<file path="src/rtl/display_pkg.sv">
// Shared types and constants for the four-digit 7-segment history display.
// Segment patterns are active-low, bit order gfedcba.
package display_pkg;

    localparam logic [6:0] SEG_BLANK = 7'h7F;
    localparam logic [6:0] SEG_ZERO  = 7'h40;

    localparam int unsigned NUM_DIGITS = 4;
    localparam int unsigned HIST_DEPTH = NUM_DIGITS - 1;

    typedef enum logic [1:0] {
        ST_STABLE = 2'd0,
        ST_FLASH  = 2'd1,
        ST_FROZEN = 2'd2
    } disp_state_e;

    function automatic logic [6:0] hex_seg(input logic [3:0] value);
        logic [6:0] seg;
        case (value)
            4'h0:    seg = 7'h40;
            4'h1:    seg = 7'h79;
            4'h2:    seg = 7'h24;
            4'h3:    seg = 7'h30;
            4'h4:    seg = 7'h19;
            4'h5:    seg = 7'h12;
            4'h6:    seg = 7'h02;
            4'h7:    seg = 7'h78;
            4'h8:    seg = 7'h00;
            4'h9:    seg = 7'h10;
            4'hA:    seg = 7'h08;
            4'hB:    seg = 7'h03;
            4'hC:    seg = 7'h46;
            4'hD:    seg = 7'h21;
            4'hE:    seg = 7'h06;
            default: seg = 7'h0E;
        endcase
        return seg;
    endfunction

endpackage

</file>
<file path="src/rtl/hex_to_seg.sv">
// Combinational nibble to active-low 7-segment decoder (gfedcba).
module hex_to_seg
    import display_pkg::*;
(
    input  logic [3:0] nibble_i,
    output logic [6:0] seg_o
);

    assign seg_o = hex_seg(nibble_i);

endmodule

</file>
<file path="src/rtl/hex_history_display.sv">
// Drives HEX0 with the current value and HEX1..HEX3 with the three previous
// distinct values; HEX0 flashes after each change and a freeze switch holds all.
module hex_history_display
    import display_pkg::*;
#(
    parameter int unsigned BLINK_DIV = 25_000_000
) (
    input  logic       clk,
    input  logic       rst_n,
    input  logic [3:0] data_in,
    input  logic       freeze,
    output logic [6:0] hex0,
    output logic [6:0] hex1,
    output logic [6:0] hex2,
    output logic [6:0] hex3,
    output logic       changed
);

    localparam int unsigned CNT_W = $clog2(BLINK_DIV);
    localparam logic [CNT_W-1:0] CNT_LAST = CNT_W'(BLINK_DIV - 1);

    disp_state_e      state_q, state_d;
    logic [3:0]       cur_q, cur_d;
    logic [3:0]       hist_q [HIST_DEPTH];
    logic [3:0]       hist_d [HIST_DEPTH];
    logic [CNT_W-1:0] cnt_q, cnt_d;
    logic [1:0]       phase_q, phase_d;
    logic             changed_q, changed_d;
    logic [6:0]       hex_q [NUM_DIGITS];
    logic [6:0]       hex_d [NUM_DIGITS];

    logic [3:0]       digit_d [NUM_DIGITS];
    logic [6:0]       seg_d   [NUM_DIGITS];
    logic             is_change;
    logic             blank_d;

    assign is_change = (data_in != cur_q);

    // Freeze is checked before a pending change so it always wins.
    always_comb begin
        state_d   = state_q;
        cur_d     = cur_q;
        hist_d    = hist_q;
        cnt_d     = cnt_q;
        phase_d   = phase_q;
        changed_d = 1'b0;

        case (state_q)
            ST_STABLE, ST_FLASH: begin
                if (freeze) begin
                    state_d = ST_FROZEN;
                    cnt_d   = '0;
                    phase_d = 2'd0;
                end else if (is_change) begin
                    hist_d[2]  = hist_q[1];
                    hist_d[1]  = hist_q[0];
                    hist_d[0]  = cur_q;
                    cur_d      = data_in;
                    changed_d  = 1'b1;
                    state_d    = ST_FLASH;
                    cnt_d      = '0;
                    phase_d    = 2'd0;
                end else if (state_q == ST_FLASH) begin
                    if (cnt_q == CNT_LAST) begin
                        cnt_d = '0;
                        if (phase_q == 2'd3) begin
                            state_d = ST_STABLE;
                            phase_d = 2'd0;
                        end else begin
                            phase_d = phase_q + 2'd1;
                        end
                    end else begin
                        cnt_d = cnt_q + 1'b1;
                    end
                end
            end
            ST_FROZEN: begin
                // Release only changes state; a pending difference is taken next cycle.
                if (!freeze) begin
                    state_d = ST_STABLE;
                end
            end
            default: begin
                state_d = ST_STABLE;
                cnt_d   = '0;
                phase_d = 2'd0;
            end
        endcase
    end

    assign digit_d[0] = cur_d;
    generate
        for (genvar gi = 1; gi < NUM_DIGITS; gi++) begin : g_hist_digit
            assign digit_d[gi] = hist_d[gi-1];
        end

        for (genvar gi = 0; gi < NUM_DIGITS; gi++) begin : g_decode
            hex_to_seg u_hex_to_seg (
                .nibble_i (digit_d[gi]),
                .seg_o    (seg_d[gi])
            );
        end
    endgenerate

    // Outputs are decoded from next-state values so they line up with the state registers.
    assign blank_d  = (state_d == ST_FLASH) && phase_d[0];
    assign hex_d[0] = blank_d ? SEG_BLANK : seg_d[0];

    generate
        for (genvar gi = 1; gi < NUM_DIGITS; gi++) begin : g_hex_next
            assign hex_d[gi] = seg_d[gi];
        end
    endgenerate

    always_ff @(posedge clk or negedge rst_n) begin
        if (!rst_n) begin
            state_q   <= ST_STABLE;
            cur_q     <= '0;
            cnt_q     <= '0;
            phase_q   <= 2'd0;
            changed_q <= 1'b0;
            for (int i = 0; i < HIST_DEPTH; i++) begin
                hist_q[i] <= '0;
            end
            for (int i = 0; i < NUM_DIGITS; i++) begin
                hex_q[i] <= SEG_ZERO;
            end
        end else begin
            state_q   <= state_d;
            cur_q     <= cur_d;
            cnt_q     <= cnt_d;
            phase_q   <= phase_d;
            changed_q <= changed_d;
            for (int i = 0; i < HIST_DEPTH; i++) begin
                hist_q[i] <= hist_d[i];
            end
            for (int i = 0; i < NUM_DIGITS; i++) begin
                hex_q[i] <= hex_d[i];
            end
        end
    end

    assign hex0    = hex_q[0];
    assign hex1    = hex_q[1];
    assign hex2    = hex_q[2];
    assign hex3    = hex_q[3];
    assign changed = changed_q;

endmodule

</file>
<file path="config.mk">
export PLATFORM = sky130hd
export DESIGN_NAME = hex_history_display
export DESIGN_NICKNAME = d
export VERILOG_FILES = /design/src/rtl/display_pkg.sv /design/src/rtl/hex_to_seg.sv /design/src/rtl/hex_history_display.sv
export SDC_FILE = /design/constraint.sdc
export NUM_CORES = 1
export LEC_CHECK = 0
export CAP_MARGIN = 15
export CORE_MARGIN = 2
export CORE_UTILIZATION = 50
export CTS_CLUSTER_DIAMETER = 30
export DETAILED_ROUTE_END_ITERATION = 10
export PLACE_DENSITY = 0.75
export SLEW_MARGIN = 20
export SYNTH_ARGS = -nofsm -noshare
export SYNTH_HDL_FRONTEND = slang
export SYNTH_SLANG_ARGS = --single-unit
export TNS_END_PERCENT = 1
</file>
<file path="constraint.sdc">
create_clock -name clk -period 8.47 [get_ports clk]
set_input_delay 2.541 -clock clk [delete_from_list [all_inputs] [get_ports clk]]
set_output_delay 2.541 -clock clk [all_outputs]
set_load 0.02 [all_outputs]
</file>
Word-level counts from Yosys, hierarchy flattened
Memories as Yosys holds them, arrays and structs flattened. A register that Yosys moved wholly into a read port is not among the register bits.
Index checks and enable logic that the tools add are counted.
{"block": "totals", "reg_bits": 53, "mem_bits_ro": 448, "word_cells": 61, "n_memories": 4}
{"name": "(no name shown)", "words": 16, "width": 7, "rd": 1, "rd_ports_with_merged_regs": 0, "wr": 0, "line": "display_pkg.sv:19", "rtl": "case (value)"}
{"name": "(no name shown)", "words": 16, "width": 7, "rd": 1, "rd_ports_with_merged_regs": 1, "wr": 0, "line": "display_pkg.sv:19"}
{"name": "(no name shown)", "words": 16, "width": 7, "rd": 1, "rd_ports_with_merged_regs": 1, "wr": 0, "line": "display_pkg.sv:19"}
{"name": "(no name shown)", "words": 16, "width": 7, "rd": 1, "rd_ports_with_merged_regs": 1, "wr": 0, "line": "display_pkg.sv:19"}
{"block": "op_classes", "add_sub_neg": 2, "eq_ne": 8, "mux": 28, "bitwise_logic": 1, "n_reduce_logical": 8}
{"operator": "2-to-1 mux 25 bit", "count": 4}
{"operator": "one-hot mux 25 bit (2 select lines)", "count": 1}
{"operator": "2-to-1 mux 12 bit", "count": 3}
{"operator": "adder 25 x 1 -> 25 bit (second input constant)", "count": 1}
{"operator": "equality test 25 bit (second input constant)", "count": 1}
{"operator": "2-to-1 mux 2 bit", "count": 11}
{"operator": "2-to-1 mux 4 bit", "count": 3}
{"operator": "inequality test 4 bit (second input constant)", "count": 2}
{"operator": "one-hot mux 2 bit (2 select lines)", "count": 2}
{"operator": "2-to-1 mux 7 bit", "count": 1}
{"operator": "equality test 2 x 1 -> 1 bit (second input constant)", "count": 2}
{"operator": "equality test 2 bit (second input constant)", "count": 2}
{"operator": "inequality test 4 bit", "count": 1}
{"operator": "logical NOT 1 bit", "count": 3}
{"operator": "2-to-1 mux 1 bit", "count": 3}
{"operator": "AND reduction 3 bit", "count": 1}
{"operator": "adder 2 x 1 -> 2 bit (second input constant)", "count": 1}
{"operator": "logical NOT 2 bit", "count": 1}
{"operator": "AND reduction 2 bit", "count": 1}
{"operator": "OR reduction 2 bit", "count": 1}
{"operator": "logical AND 1 bit", "count": 1}
{"operator": "NOT 1 bit", "count": 1}

Logic depth before layout (Yosys ltp)
Gate-level depths: netlist (run 1).
{"block": "depth", "ltp_word": 10, "mapped_depth": 12}

Modules after synthesis
A second synthesis (run 1) with hierarchy kept.
{"block": "hier_totals", "hier_cells": 398, "area_unflattened_um2": 4239.1}
{"mod": "hex_history_display", "instances": 1, "cells_each": 270, "area_per_inst_um2": 3138.0}
{"mod": "hex_to_seg", "instances": 4, "cells_each": 32, "area_per_inst_um2": 275.3}

Worst setup path after synthesis (run 1)
No wires, ideal clock.
{"block": "synth_timing", "path_type": "input-to-reg", "startpoint": "in data_in[1]", "endpoint": "reg hex_q (netlist bit hex1[3])", "arrival_ns": 4.841, "t_required_ns": 8.332, "slack_ns": 3.490, "path_stages": 9, "path_cell_list": "xor2_2 -> o41ai_4 -> buf_6 -> buf_6 -> buf_4 -> mux2i_1 -> inv_1 -> ha_1 -> mux4_2"}
{"block": "synth_between", "elab_chain_len": 4}
{"item": "start, declared", "line": "hex_history_display.sv:10", "rtl": "input logic [3:0] data_in,"}
{"item": "inequality test 4 bit", "line": "hex_history_display.sv:37", "rtl": "assign is_change = (data_in != cur_q);"}
{"item": "2-to-1 mux 12 bit", "line": "hex_history_display.sv:54", "rtl": "end else if (is_change) begin"}
{"item": "2-to-1 mux 12 bit", "line": "hex_history_display.sv:50", "rtl": "if (freeze) begin"}
{"item": "2-to-1 mux 12 bit", "line": "hex_history_display.sv:48", "rtl": "case (state_q)"}
{"item": "via g_decode[1].u_hex_to_seg.nibble_i[0]", "line": "hex_to_seg.sv:5", "rtl": "input logic [3:0] nibble_i,"}
{"item": "end, declared", "line": "hex_history_display.sv:29", "rtl": "logic [6:0] hex_q [NUM_DIGITS];"}
The timed path passes the listed nets, and every way through them passes these cells.
A chain may end at the register's enable or synchronous reset.

==> results of run 1 <==
per-stage QoR:
| stage | setup WS (ns) | total power, µW |
|---|---|---|
| 6_report | 3.22 | 1380 |
| 5_1_grt | 2.98 | 1470 |
| 4_1_cts | 3.21 | 1390 |
| 3_5_place_dp | 2.83 | 1100 |
| 3_3_place_gp | 2.88 | 1090 |
| 2_1_floorplan | 3.49 | 899 |
flip-flops by register name (all words and copies together) (netlist names):
signal / cells
hex3: 7
state_q: 2
hex1: 7
hist_q: 12
hex0: 7
changed: 1
cur_q: 4
cnt_q: 25
hex2: 7
phase_q: 2
metal layers:
| layer | part of all wire [%] | vias to the layer above | routed length [µm] |
|---|---|---|---|
| met2 | 47 | 75 | 3890 |
| li1 | - | 1506 | - |
| met5 | 0 | - | 0 |
| met1 | 48 | 1485 | 3900 |
| met3 | 3.9 | 6 | 316 |
| met4 | 1.1 | 0 | 87 |
logic make-up after synthesis:
family | after synthesis
fa+ha+maj | 26
xor+xnor | 29
flops | 74
simple gates | 156
buf+inv | 41
compound gates | 63
mux | 22
how the worst max path moves through the flow:
| stage | from | end | slack [ns] | depth (start not counted) |
|---|---|---|---|---|
| detailed placement | data_in[3] | hex0[5]$_DFF_PN0_ | 2.83 | 7 |
| floorplan | data_in[1] | hex1[3]$_DFF_PN0_ | 3.49 | 9 |
| CTS | data_in[3] | hex0[5]$_DFF_PN0_ | 3.21 | 7 |
| global placement | data_in[3] | hex0[5]$_DFF_PN0_ | 2.88 | 7 |
| finish | data_in[3] | hex0[5]$_DFF_PN0_ | 3.22 | 7 |
| global route | data_in[3] | hex0[5]$_DFF_PN0_ | 2.98 | 7 |
where the power goes:
group	internal [µW]	leakage (µW)	switching [µW]
registers	445	0.000948	55.3
logic	254	0.00109	340
clock network	152	0.0000986	133
total	851	0.00214	528
layout make-up:
cell class | count | area [µm²]
Multi-Input combinational cell | 296 | 2180
Fill cell | 696 | 3380
Sequential cell | 74 | 1860
Clock inverter | 4 | 50.0
Inverter | 28 | 105
Timing Repair Buffer | 36 | 355
Clock buffer | 12 | 155
Tap cell | 105 | 131
layout by cell type (no fill, tap or decap), types with 4 or more instances in the layout:
master	instances
a21oi_1	13
a32o_1	8
and2_1	5
and3_1	4
clkbuf_8	11
clkdlybuf4s50_1	34
dfrtp_1	70
dfstp_2	4
ha_1	26
inv_1	21
inv_2	6
mux2i_1	13
nand2_1	48
nand3_1	16
nand4_1	13
nor2_1	35
nor2b_1	5
nor3_1	7
o21ai_0	8
o21ai_1	4
o22ai_1	4
or3_1	4
xor2_1	22
xor2_2	4
==> metrics.cfg, run 1 <==
[power]
p_per_area_mw_per_mm2 = 285
max-vdd-ir-drop_mv = 0.195
p_leak_uw = 0.00214

[logic_synthesis]
async_reset_ff_share_pct = 100
synth_enable_flop_cells = 0
netlist.area_leader.share_pct = 41.3
ys_ff_latch = 74
syn-cell-area_mm2 = 0.00424
post-synth-top-count-cell = dfrtp_1
syn_inst = 411
synth_commonest_cells = dfrtp_1 (70), nand2_1 (48), nor2_1 (35)
ys_warn_count = 0
syn_nets = 444
ys_seq_area_share_pct = 43.8
synthTopCellsByArea = dfrtp_1 (41%), ha_1 (7.7%), xor2_1 (4.5%), nand2_1 (4.3%), nor2_1 (3.1%)
synthFlopType = dfrtp_1
synth_cell_types = 65
synthAdderAreaFrac_pct = 7.68
synth_compound_area_share_pct = 11.8
synthMuxAreaShare_pct = 6.44
synth_top_family_by_area = simple AND/OR/NAND/NOR gates
synthXorXnorAreaFrac_pct = 6.70
synth_simple_gate_area_share_pct = 19.0
avgSynthCellArea_um2 = 10.3
synth_top_area_cell = dfrtp_1

[timing]
tns_ns = 0
period_share_pct = 62.0
fin_skew_ns = 0.0143
finalMaxSlewViolations = 0
slew_headroom_pct = 36.7
setup_viol = 0
tightest_slew_ns = 0.950
rsz0062_at_grt = false
layout_min_cycle_time_ns = 5.25
hold_slack_ns = 0.519
maxClockFrequency_mhz = 191
hold_violations = 0

[die]
die_h_um = 96.1
io_pins = 36
fp.coreArea_mm2 = 0.00822
die_w_um = 96.1
die-area_mm2 = 0.00923
start_util_pct = 51.6
rows = 33

[setup_path]
r2r_start = cur_q[3]$_DFF_PN0_
path_buf_inv = 1
r2r_end = hex0[5]$_DFF_PN0_
crit_chain = clkdlybuf4s50_1 > xor2_2 > nor4_4 > a21oi_2 > o21a_1 > a221oi_4 > or3_1
startpoint_type = input port
worst-r2r-setup-slack_ns = 5.42
worstPathMaxFanout = 26
end_kind = register
crit_arrival_ns = 5.49
cp_top_family = compound AO/OA/AOI/OAI gates
reg2regPathDepth = 6
critPathRequiredTime_ns = 8.71
slowest_delay_ns = 0.80
slowest_stage = o21a_1
crit_type = input port to register

[placed_design]
portBuffers = 35
dpl-instance-area_mm2 = 0.00463
dpl.hpwl_mm = 5.59
place.gp.congestion = 0.863
place_inst = 539

[detailed_routing]
vias = 3072
drtIter0Drc = 167
post_drt_wl_per_cell_um = 14.8
drc_errors = 0
wl_mm = 8.20
drt-pass1-iter-count = 4
ant_nets = 0
via_per_inst = 5.54

[grt]
grt_use_met3_pct = 3.13
grt_pass1_vias = 2923
antenna_found_initial = 0
grt_use_met2_pct = 29.0
globalRouteMet1Util_pct = 28.6
grtUsageTotal_pct = 19.6
grt_overflow_total = 0
busiest_layer = met2
grt_max_degree = 75
grt_pass1_wl_mm = 14.1

[cts]
cts_made_buffers = 9
clock_latency_ns = 0.36
clkTransAtPathRegs_ns = 0.09
h-tree-depth = 3
cts_tree = done
clockBufferDepth = 2
cts_resized = 0
root_buffer = clkbuf_8
postCtsHoldBufs = 0
post_cts_buffers = 0
clock_sinks = 74

[worst_hold_path]
hold_depth = 1
min_to = cnt_q[0]$_DFFE_PN0P_
min_path_type = register to register
hp-start = cnt_q[0]$_DFFE_PN0P_

[final_layout]
final_layout_size_suffix_gt1_share_pct = 11.1
final_area_mm2 = 0.00484
antenna_cells = 0
finalNetCount = 478
stdcell_count = 555
final_core_util_pct = 58.9
area_growth_pct = 14.1

[status]
outcome = finished clean

[job]
maxCapViolations = 0

Power figures use the tool's default switching activity.
==> inputs of run 2 (changes only) <==
Settings changed: PLACE_DENSITY 0.75 to 0.78.
Clock period 8.47 ns to 4.6 ns, I/O delays scaled along.
==> metrics.cfg, run 2 (synthesis gave the netlist of run 1 again) <==
[status]
outcome = finished clean

[setup_path]
slowest_delay_ns = 0.61
crit_start = data_in[1]
cp_top_family = buffers and inverters
worstPathMaxFanout = 26
worst-r2r-setup-slack_ns = 1.60
r2r_end = hex3[0]$_DFF_PN0_
path_depth = 9
slowest_stage = o41ai_4
crit_arrival_ns = 4.21
critPathRequiredTime_ns = 4.84
crit_chain = clkdlybuf4s50_1 > xor2_2 > o41ai_4 > buf_4 > mux2_2 > inv_1 > ha_1 > inv_1 > a221oi_1
reg2regPathDepth = 8
r2r_start = cur_q[3]$_DFF_PN0_
path_buf_inv = 4
startpoint_type = input port
crit_type = input port to register
crit_top_cell = inv_1
end_kind = register

[grt]
grt_overflow_total = 0
grtUsageTotal_pct = 20.8
grt_max_degree = 75
grt_pass1_wl_mm = 14.9
grt_pass1_vias = 3138
antenna_found_initial = 0

[timing]
setup_ws_ns = 0.624
fin_skew_ns = 0.0109
rsz0062_at_grt = false
layout_min_cycle_time_ns = 3.98
period_share_pct = 86.4
tightest_slew_ns = 0.916
hold_violations = 0
setup_viol = 0
finalMaxSlewViolations = 0
tns_ns = 0
maxClockFrequency_mhz = 252
slew_headroom_pct = 38.9

[final_layout]
finalNetCount = 484
area_growth_pct = 15.5
largest_reg_flops = 25
final_layout_size_suffix_gt1_share_pct = 12.3
final_common_cell = dfrtp_1
largest-register = cnt_q
final_area_mm2 = 0.00489
layout_common_cells = dfrtp_1 (70), nand2_1 (48), nor2_1 (35), clkdlybuf4s50_1 (34), ha_1 (26)
antenna_cells = 0
top_regs = cnt_q (25), hist_q (12)
stdcell_count = 561

[detailed_routing]
drc_errors = 0
via_per_inst = 5.60
ant_nets = 0
vias = 3139
wl_mm = 8.50
drtIter0Drc = 158
drt-pass1-iter-count = 5
post_drt_wl_per_cell_um = 15.1

[die]
rows = 33
start_util_pct = 51.6
io_pins = 36
fp.coreArea_mm2 = 0.00822
die_h_um = 96.1
die-area_mm2 = 0.00923
die_w_um = 96.1

[cts]
cts_resized = 0
root_buffer = clkbuf_8
clock_sinks = 74
h-tree-depth = 3
cts_made_buffers = 9
cts_tree = done
clock_latency_ns = 0.36
postCtsHoldBufs = 0
clockBufferDepth = 2
post_cts_buffers = 0
clkTransAtPathRegs_ns = 0.08

[placed_design]
place.gp.congestion = 0.841
portBuffers = 35
dpl-instance-area_mm2 = 0.00468
place_inst = 545
dpl.hpwl_mm = 5.92
dp_worst_setup_slack_ns = 0.261

[worst_hold_path]
hp-start = cnt_q[0]$_DFFE_PN0P_
hold_depth = 1
min_path_type = register to register
min_to = cnt_q[0]$_DFFE_PN0P_

[job]
maxCapViolations = 0

[power]
max-vdd-ir-drop_mv = 0.303
p_leak_uw = 0.00217
p_per_area_mw_per_mm2 = 533

[run 2: routing by layer]
metal  vias to the layer above  part of all wire [%]  track usage, %
met4                         0                   1.6            7.74
met3                        11                   3.3            4.23
met1                      1549                    48            28.6
li1                       1522                     -               -
met5                         -                     0               0
met2                        57                    47            32.8
[run 2: per-stage QoR]
stage | hold WS [ns] | utilization [%] | total power (µW)
after floorplan | 0.471 | - | 1660
after global routing | 0.527 | 59.6 | 2780
after detailed placement | 0.491 | 56.9 | 2050
final | 0.501 | 59.6 | 2610
after global placement | 0.488 | 56.9 | 2030
after CTS | 0.501 | 59.6 | 2620
[run 2: worst max path at each step]
stage                                    to  slack, ns
after floorplan           hex1[3]$_DFF_PN0_       0.78
after global placement    hex3[0]$_DFF_PN0_       0.32
after detailed placement  hex3[0]$_DFF_PN0_       0.26
after CTS                 hex3[0]$_DFF_PN0_       0.61
after global routing      hex3[0]$_DFF_PN0_       0.45
final                     hex3[0]$_DFF_PN0_       0.62
[run 2: power breakdown]
part	leakage (µW)	switching, µW	total (µW)	internal [µW]
Combinational	0.00112	635	1120	487
Sequential	0.000948	108	927	819
Clock	0.000107	254	562	308
[run 2: cell type report]
type	count	area [µm²]
fillers	666	3320
multi-input cells	296	2180
flip-flops and latches	74	1860
repair buffers	42	400
well taps	105	131
clock buffers	10	128
inverters	28	105
clock inverters	6	90.1
